**config.mk**
```make
export PLATFORM = sky130hd
export DESIGN_NAME = rps_match_controller_flat
export DESIGN_NICKNAME = d
export VERILOG_FILES = /design/src/rtl/rps_match_controller_if.sv /design/src/rtl/rps_match_controller.sv /design/src/flat_wrapper.sv
export SDC_FILE = /design/constraint.sdc
export NUM_CORES = 1
export LEC_CHECK = 0
export ABC_AREA = 1
export BUFFER_PORTS_ARGS = -buffer_cell sky130_fd_sc_hd__buf_2
export CAP_MARGIN = 20
export CELL_PAD_IN_SITES_DETAIL_PLACEMENT = 0
export CELL_PAD_IN_SITES_GLOBAL_PLACEMENT = 2
export CORE_ASPECT_RATIO = 1.2
export CORE_MARGIN = 2
export CORE_UTILIZATION = 34
export CTS_CLUSTER_DIAMETER = 30
export DETAILED_ROUTE_END_ITERATION = 10
export GPL_TIMING_DRIVEN = 1
export PLACE_DENSITY_LB_ADDON = 0.1
export SLEW_MARGIN = 20
export SYNTH_ARGS = -nofsm -noshare
export SYNTH_HDL_FRONTEND = slang
export SYNTH_SLANG_ARGS = --single-unit
```
**constraint.sdc**
```tcl
create_clock -name clk -period 2.65 [get_ports clk]
set_clock_uncertainty 0.1 [all_clocks]
set_input_delay 0.1325 -clock clk [delete_from_list [all_inputs] [get_ports clk]]
set_output_delay 0.1325 -clock clk [all_outputs]
set_load 0.05 [all_outputs]
```
**src/rtl/rps_match_controller_if.sv**
```systemverilog
// Play button, throw inputs and display-side outputs of the rock-paper-scissors
// match controller, bundled for the controller and its environment.
interface rps_match_controller_if;
   logic       playButton;
   logic [2:0] p1Throw;
   logic [2:0] p2Throw;
   logic [1:0] countdown;
   logic       reveal;
   logic [2:0] p1Latched;
   logic [2:0] p2Latched;
   logic [1:0] roundResult;
   logic [3:0] p1Score;
   logic [3:0] p2Score;
   logic       matchOver;
   logic [1:0] matchWinner;

   modport master (
      output playButton, p1Throw, p2Throw,
      input  countdown, reveal, p1Latched, p2Latched, roundResult,
             p1Score, p2Score, matchOver, matchWinner
   );

   modport slave (
      input  playButton, p1Throw, p2Throw,
      output countdown, reveal, p1Latched, p2Latched, roundResult,
             p1Score, p2Score, matchOver, matchWinner
   );
endinterface

```
**src/rtl/rps_match_controller.sv**
```systemverilog
// Best-of-N rock-paper-scissors sequencer: press detect, three-beat countdown,
// throw sampling and judging, timed reveal, score keeping and match end.
module rps_match_controller #(
   parameter int unsigned WINS_TO_MATCH = 3,
   parameter int unsigned BEAT_CYCLES   = 50000000,
   parameter int unsigned REVEAL_CYCLES = 100000000
) (
   input logic                   clk,
   input logic                   reset,
   rps_match_controller_if.slave bus
);
   localparam int unsigned BW = (BEAT_CYCLES > 1) ? $clog2(BEAT_CYCLES) : 1;
   localparam int unsigned RW = (REVEAL_CYCLES > 1) ? $clog2(REVEAL_CYCLES) : 1;
   localparam logic [BW-1:0] BEAT_LAST   = BW'(BEAT_CYCLES - 1);
   localparam logic [RW-1:0] REVEAL_LAST = RW'(REVEAL_CYCLES - 1);
   localparam logic [3:0]    WIN_TGT     = 4'(WINS_TO_MATCH);

   typedef enum logic [1:0] {IDLE, COUNTDOWN, REVEAL, MATCH_OVER} state_t;

   state_t        state_q, state_d;
   logic          btn_q;
   logic          press_q, press_d;
   logic [1:0]    beat_q, beat_d;
   logic [BW-1:0] beat_cnt_q, beat_cnt_d;
   logic [RW-1:0] reveal_cnt_q, reveal_cnt_d;
   logic [2:0]    p1_lat_q, p1_lat_d, p2_lat_q, p2_lat_d;
   logic [1:0]    result_q, result_d;
   logic [3:0]    p1_score_q, p1_score_d, p2_score_q, p2_score_d;
   logic          match_over_q, match_over_d;
   logic [1:0]    winner_q, winner_d;
   logic [1:0]    round_result;

   function automatic logic [1:0] judge(input logic [2:0] a, input logic [2:0] b);
      logic a_ok, b_ok;
      a_ok = $onehot(a);
      b_ok = $onehot(b);
      if (a_ok && b_ok) begin
         if (a == b) return 2'b11;
         if ((a == 3'b001 && b == 3'b100) || (a == 3'b100 && b == 3'b010) ||
             (a == 3'b010 && b == 3'b001)) return 2'b01;
         return 2'b10;
      end
      if (a_ok) return 2'b01;
      if (b_ok) return 2'b10;
      return 2'b11;
   endfunction

   assign round_result = judge(bus.p1Throw, bus.p2Throw);

   // History resets to 1 so a button held across reset release is not a press.
   // Press pulses are registered only while waiting, so a rise during REVEAL
   // cannot leak into the following IDLE cycle.
   always_ff @(posedge clk) begin
      if (!reset) begin
         state_q      <= IDLE;
         btn_q        <= 1'b1;
         press_q      <= 1'b0;
         beat_q       <= '0;
         beat_cnt_q   <= '0;
         reveal_cnt_q <= '0;
         p1_lat_q     <= '0;
         p2_lat_q     <= '0;
         result_q     <= '0;
         p1_score_q   <= '0;
         p2_score_q   <= '0;
         match_over_q <= 1'b0;
         winner_q     <= '0;
      end else begin
         state_q      <= state_d;
         btn_q        <= bus.playButton;
         press_q      <= press_d;
         beat_q       <= beat_d;
         beat_cnt_q   <= beat_cnt_d;
         reveal_cnt_q <= reveal_cnt_d;
         p1_lat_q     <= p1_lat_d;
         p2_lat_q     <= p2_lat_d;
         result_q     <= result_d;
         p1_score_q   <= p1_score_d;
         p2_score_q   <= p2_score_d;
         match_over_q <= match_over_d;
         winner_q     <= winner_d;
      end
   end

   always_comb begin
      state_d      = state_q;
      press_d      = bus.playButton & ~btn_q & ((state_q == IDLE) | (state_q == MATCH_OVER));
      beat_d       = beat_q;
      beat_cnt_d   = beat_cnt_q;
      reveal_cnt_d = reveal_cnt_q;
      p1_lat_d     = p1_lat_q;
      p2_lat_d     = p2_lat_q;
      result_d     = result_q;
      p1_score_d   = p1_score_q;
      p2_score_d   = p2_score_q;
      match_over_d = match_over_q;
      winner_d     = winner_q;
      unique case (state_q)
         IDLE: begin
            if (press_q) begin
               state_d    = COUNTDOWN;
               beat_d     = 2'd3;
               beat_cnt_d = '0;
            end
         end
         COUNTDOWN: begin
            if (beat_cnt_q == BEAT_LAST) begin
               beat_cnt_d = '0;
               if (beat_q == 2'd1) begin
                  state_d      = REVEAL;
                  beat_d       = '0;
                  reveal_cnt_d = '0;
                  p1_lat_d     = bus.p1Throw;
                  p2_lat_d     = bus.p2Throw;
                  result_d     = round_result;
                  if (round_result == 2'b01 && p1_score_q != WIN_TGT)
                     p1_score_d = p1_score_q + 4'd1;
                  if (round_result == 2'b10 && p2_score_q != WIN_TGT)
                     p2_score_d = p2_score_q + 4'd1;
               end else begin
                  beat_d = beat_q - 2'd1;
               end
            end else begin
               beat_cnt_d = beat_cnt_q + BW'(1);
            end
         end
         REVEAL: begin
            if (reveal_cnt_q == REVEAL_LAST) begin
               if (p1_score_q == WIN_TGT || p2_score_q == WIN_TGT) begin
                  state_d      = MATCH_OVER;
                  match_over_d = 1'b1;
                  winner_d     = (p1_score_q == WIN_TGT) ? 2'b01 : 2'b10;
               end else begin
                  state_d = IDLE;
               end
            end else begin
               reveal_cnt_d = reveal_cnt_q + RW'(1);
            end
         end
         MATCH_OVER: begin
            if (press_q) begin
               state_d      = IDLE;
               p1_lat_d     = '0;
               p2_lat_d     = '0;
               result_d     = '0;
               p1_score_d   = '0;
               p2_score_d   = '0;
               match_over_d = 1'b0;
               winner_d     = '0;
            end
         end
         default: state_d = IDLE;
      endcase
   end

   assign bus.countdown   = beat_q;
   assign bus.reveal      = (state_q == REVEAL);
   assign bus.p1Latched   = p1_lat_q;
   assign bus.p2Latched   = p2_lat_q;
   assign bus.roundResult = result_q;
   assign bus.p1Score     = p1_score_q;
   assign bus.p2Score     = p2_score_q;
   assign bus.matchOver   = match_over_q;
   assign bus.matchWinner = winner_q;
endmodule
```
**src/flat_wrapper.sv**
```systemverilog
// flat-port wrapper written by rule: the top's interface ports become plain ports
module rps_match_controller_flat 
#(
   parameter int unsigned WINS_TO_MATCH = 3,
   parameter int unsigned BEAT_CYCLES   = 50000000,
   parameter int unsigned REVEAL_CYCLES = 100000000
)
  (clk, reset, bus_playButton, bus_p1Throw, bus_p2Throw, bus_countdown, bus_reveal, bus_p1Latched, bus_p2Latched, bus_roundResult, bus_p1Score, bus_p2Score, bus_matchOver, bus_matchWinner);
  rps_match_controller_if bus_i ();
  input logic clk;
  input logic reset;
  input wire logic [$bits(bus_i.playButton)-1:0] bus_playButton;
  input wire logic [$bits(bus_i.p1Throw)-1:0] bus_p1Throw;
  input wire logic [$bits(bus_i.p2Throw)-1:0] bus_p2Throw;
  output wire logic [$bits(bus_i.countdown)-1:0] bus_countdown;
  output wire logic [$bits(bus_i.reveal)-1:0] bus_reveal;
  output wire logic [$bits(bus_i.p1Latched)-1:0] bus_p1Latched;
  output wire logic [$bits(bus_i.p2Latched)-1:0] bus_p2Latched;
  output wire logic [$bits(bus_i.roundResult)-1:0] bus_roundResult;
  output wire logic [$bits(bus_i.p1Score)-1:0] bus_p1Score;
  output wire logic [$bits(bus_i.p2Score)-1:0] bus_p2Score;
  output wire logic [$bits(bus_i.matchOver)-1:0] bus_matchOver;
  output wire logic [$bits(bus_i.matchWinner)-1:0] bus_matchWinner;
  assign bus_i.playButton = bus_playButton;
  assign bus_i.p1Throw = bus_p1Throw;
  assign bus_i.p2Throw = bus_p2Throw;
  assign bus_countdown = bus_i.countdown;
  assign bus_reveal = bus_i.reveal;
  assign bus_p1Latched = bus_i.p1Latched;
  assign bus_p2Latched = bus_i.p2Latched;
  assign bus_roundResult = bus_i.roundResult;
  assign bus_p1Score = bus_i.p1Score;
  assign bus_p2Score = bus_i.p2Score;
  assign bus_matchOver = bus_i.matchOver;
  assign bus_matchWinner = bus_i.matchWinner;
  rps_match_controller #(.WINS_TO_MATCH(WINS_TO_MATCH), .BEAT_CYCLES(BEAT_CYCLES), .REVEAL_CYCLES(REVEAL_CYCLES)) u_core (.clk(clk), .reset(reset), .bus(bus_i));
endmodule
```
==> results.py <==
metrics = {
    "grt": {
        "first_pass_grt_wire_length_um": 22700,
        "grt_use_total": 0.187,
        "gr-total-overflow": 0,
        "number_of_antenna_violations_at_the_first_check_in_global_routing": 0,
        "first_global_vias": 4710,
        "maximum_number_of_pins_on_one_net_before_global_route_repair": 27,
    },
    "floorplan": {
        "rows": 47,
        "design.core.area_mm2": 0.0138,
        "floorplan.initialDensity": 0.348,
        "dieWidth_um": 112,
        "die_h_um": 134,
        "die_area_mm2": 0.0150,
        "ioPinCount": 31,
    },
    "yosys": {
        "async_flop_share": 0,
        "syn_area_per_cell_um2": 6.75,
        "synth_compound_gate_area_share": 0.118,
        "synth.ff_latch_count": 78,
        "synth_sequential_area_ratio": 0.326,
        "synth_top_family_by_area": "simple AND/OR/NAND/NOR gates",
        "yosys-mux-area-fraction": 0,
        "yosys.cell_types.count": 42,
        "synth_fa_ha_area_frac": 0.0319,
        "post_synth_instance_area_mm2": 0.00478,
        "synth.area.top_cells": "sky130_fd_sc_hd__dfxtp_1 33%, sky130_fd_sc_hd__nand2_1 13%, sky130_fd_sc_hd__nor2_1 7.8%",
        "synthXorXnorAreaFrac": 0.0568,
        "synth_enable_flop_cells": 0,
        "cell_type_with_the_largest_total_area_after_synthesis": "sky130_fd_sc_hd__dfxtp_1",
        "share_of_the_synthesized_area_in_the_top_cell_type": 0.326,
        "synthesis.instances": 709,
        "synth_simple_gate_area_frac": 0.390,
        "synth.yosys.warnings": 0,
        "synth_ff_type": "sky130_fd_sc_hd__dfxtp_1",
        "net_count_after_synthesis": 729,
    },
    "setup_path": {
        "cp_max_fo": 9,
        "critPathLaunchType": "flip-flop",
        "crit_buf_inv": 3,
        "timing.critical_path.to_type": "flip-flop",
        "crit_required_ns": 2.82,
        "standard_cell_with_the_maximum_stage_delay_on_the_critical_path": "sky130_fd_sc_hd__dfxtp_1",
        "critical_path_class": "reg -> reg",
        "cell_family_with_the_largest_share_of_critical_path_delay": "buffers and inverters",
        "timing.critical_path.arrival_ns": 2.50,
        "critical_path.max_stage_delay_ns": 0.41,
        "critical_path.cell_chain": "inv_1 > ha_1 > o21ai_1 > inv_1 > nand2_1 > nand2_1 > buf_4 > a211oi_1",
    },
    "timing": {
        "grt_setup_unrepaired": "no",
        "finalSetupViolations": 0,
        "period_needed_ns": 2.32,
        "hold_viol": 0,
        "finalCritPeriodShare": 0.877,
        "peak_freq_mhz": 430,
        "setup-tns-final_ns": 0,
        "relative_slew_slack": 0.618,
        "tightestPinTransition_ns": 0.568,
        "final_layout_worst_hold_slack_ns": 0.00959,
        "finalMaxSlewViolations": 0,
        "final_critical_path_setup_slack_ns": 0.327,
    },
    "placement": {
        "gpl.final_weighted_congestion": 0.824,
        "hpwlAfterDp_um": 9950,
        "placement.setup.worst_slack_ns": 0.298,
        "place_inst": 902,
        "io_port_bufs": 30,
        "post_dp_cell_area_mm2": 0.00516,
    },
    "clocking": {
        "number_of_sinks_on_the_clock_net": 78,
        "ctsLongestPathBuffers": 2,
        "cts_made_buffers": 9,
        "ctsResizeCount": 0,
        "tritoncts": "built",
        "htreeDepth": 3,
        "clock_latency_ns": 0.35,
        "cts_setup_buffers": 0,
        "clockRootBuffer": "sky130_fd_sc_hd__clkbuf_16",
        "clk_pin_slew_ns": 0.06,
    },
    "layout": {
        "drive_gt1_frac": 0.169,
        "layout.filler_cells": 1504,
        "final_cell_area_mm2": 0.00554,
        "finalCoreUtilization": 0.403,
        "syn_to_final_growth_pct": 15.9,
        "nets": 768,
        "finalNonFillerCells": 923,
        "antenna_cells_inserted": 0,
    },
    "pwr": {
        "pwr_density_cell_mw_per_mm2": 715,
        "p_leak_nw": 2.00,
        "worst_ir_drop_vdd_uv": 399,
        "fin_total_pwr_mw": 3.96,
    },
    "route": {
        "post_drt_antenna_nets": 0,
        "drcViolationCount": 0,
        "totalWireLength_um": 13300,
        "routed_via_count": 4608,
        "dr.first_iter.drc_count": 245,
        "drt_first_pass_iters": 4,
        "route.detailed.vias_per_inst": 4.99,
        "wl_per_cell_um": 14.4,
    },
    "flow_run": {
        "max_cap_violations": 0,
    },
    "min_path": {
        "holdCritPathClass": "in -> reg",
    },
    "outcome": {
        "run_status": "finished, final reports clean",
    },
}
==> worst register-to-register path, stage by stage, from the launching register on <==
cell and delay (ns):
sky130_fd_sc_hd__dfxtp_1 0.41, sky130_fd_sc_hd__inv_1 0.09, sky130_fd_sc_hd__ha_1 0.21, sky130_fd_sc_hd__o21ai_1 0.37, sky130_fd_sc_hd__inv_1 0.22, sky130_fd_sc_hd__nand2_1 0.18, sky130_fd_sc_hd__nand2_1 0.25, sky130_fd_sc_hd__buf_4 0.26
sky130_fd_sc_hd__a211oi_1 0.15
==> cell families (layout without fill, tap and decap cells) <==
| kind of cell | Yosys count | after routing |
|---|---|---|
| buf+inv | 87 | 130 |
| xor+xnor | 31 | 31 |
| simple gates | 410 | 410 |
| fa+ha+maj | 11 | 11 |
| compound gates | 92 | 92 |
| flops | 78 | 78 |
==> registers in the layout, indices dropped and copies added (netlist names), 2 cells and up <==
name / count
u_core.bus.roundResult: 2
u_core.bus.countdown: 2
u_core.reveal_cnt_q: 27
u_core.bus.p2Latched: 3
u_core.bus.matchWinner: 2
u_core.bus.p1Score: 4
u_core.state_q: 2
u_core.bus.p2Score: 4
u_core.bus.p1Latched: 3
u_core.beat_cnt_q: 26
==> worst paths after layout <==
kind                                                      from                              endpoint  slack (ns)  cells after the start
worst max-delay path            u_core.state_q[1]$_SDFFE_PN0P_     u_core.beat_cnt_q[4]$_SDFFE_PN0P_        0.33                      8
worst min-delay path                            bus_p1Throw[1]  u_core.bus.p1Latched[1]$_SDFFE_PN0P_        0.01                      3
worst min register to register         u_core.btn_q$_SDFF_PN1_             u_core.press_q$_SDFF_PN0_        0.29                      1
worst max register to register  u_core.state_q[1]$_SDFFE_PN0P_     u_core.beat_cnt_q[4]$_SDFFE_PN0P_        0.33                      8
==> layer usage <==
layer,vias up,part of all wire,track usage
met2,50,0.51,0.339
met5,-,0,0
met3,14,0.021,0.0226
li1,2382,-,-
met4,0,0.020,0.0793
met1,2162,0.45,0.221
==> cell usage after synthesis, types with 3 or more instances <==
master                       n
sky130_fd_sc_hd__nand2_1   161
sky130_fd_sc_hd__nor2_1    100
sky130_fd_sc_hd__dfxtp_1    78
sky130_fd_sc_hd__inv_1      59
sky130_fd_sc_hd__nand3_1    53
sky130_fd_sc_hd__a21oi_1    43
sky130_fd_sc_hd__nor3_1     27
sky130_fd_sc_hd__nand2_2    25
sky130_fd_sc_hd__xor2_1     25
sky130_fd_sc_hd__a21oi_2    20
sky130_fd_sc_hd__nand4_1    20
sky130_fd_sc_hd__o21ai_0    17
sky130_fd_sc_hd__clkbuf_1   12
sky130_fd_sc_hd__ha_1        9
sky130_fd_sc_hd__inv_2       6
sky130_fd_sc_hd__xnor2_1     6
sky130_fd_sc_hd__o21ai_1     5
sky130_fd_sc_hd__nor4_1      4
sky130_fd_sc_hd__or2_2       4
sky130_fd_sc_hd__buf_2       3
sky130_fd_sc_hd__buf_6       3
sky130_fd_sc_hd__nor2_2      3
sky130_fd_sc_hd__nor2_4      3
==> power by group <==
group          switching (mW)  total, mW  internal [mW]
combinational           0.874       1.24          0.362
sequential             0.0794       1.35           1.27
clock                   0.509       1.38          0.872
==> what timing repair did <==
action	CTS	global route
setup endpoints to repair	0	0
endpoints found under the hold margin	6	0
hold buffers	6	0
==> cell type report <==
class | count | area [µm²] | share of cell area
timing repair buffer | 49 | 333 | 0.0601
inverter | 66 | 253 | 0.0456
clock buffer | 12 | 256 | 0.0463
multi-input combinational | 544 | 2860 | 0.515
tap | 171 | 214 | 0.0386
clock inverter | 3 | 67.6 | 0.0122
sequential | 78 | 1560 | 0.282
==> cells in the final DEF, fill, tap and decap left out, drive strengths merged, types with 12 or more instances in the layout <==
cell type and count:
nor3 28, buf 43, nand4 20, xor2 25, clkbuf 12, a21oi 64
o21ai 23, nand3 54, dfxtp 78, nand2 187, inv 66, nor2 107
Note: power is estimated with default switching activity, not from simulation.
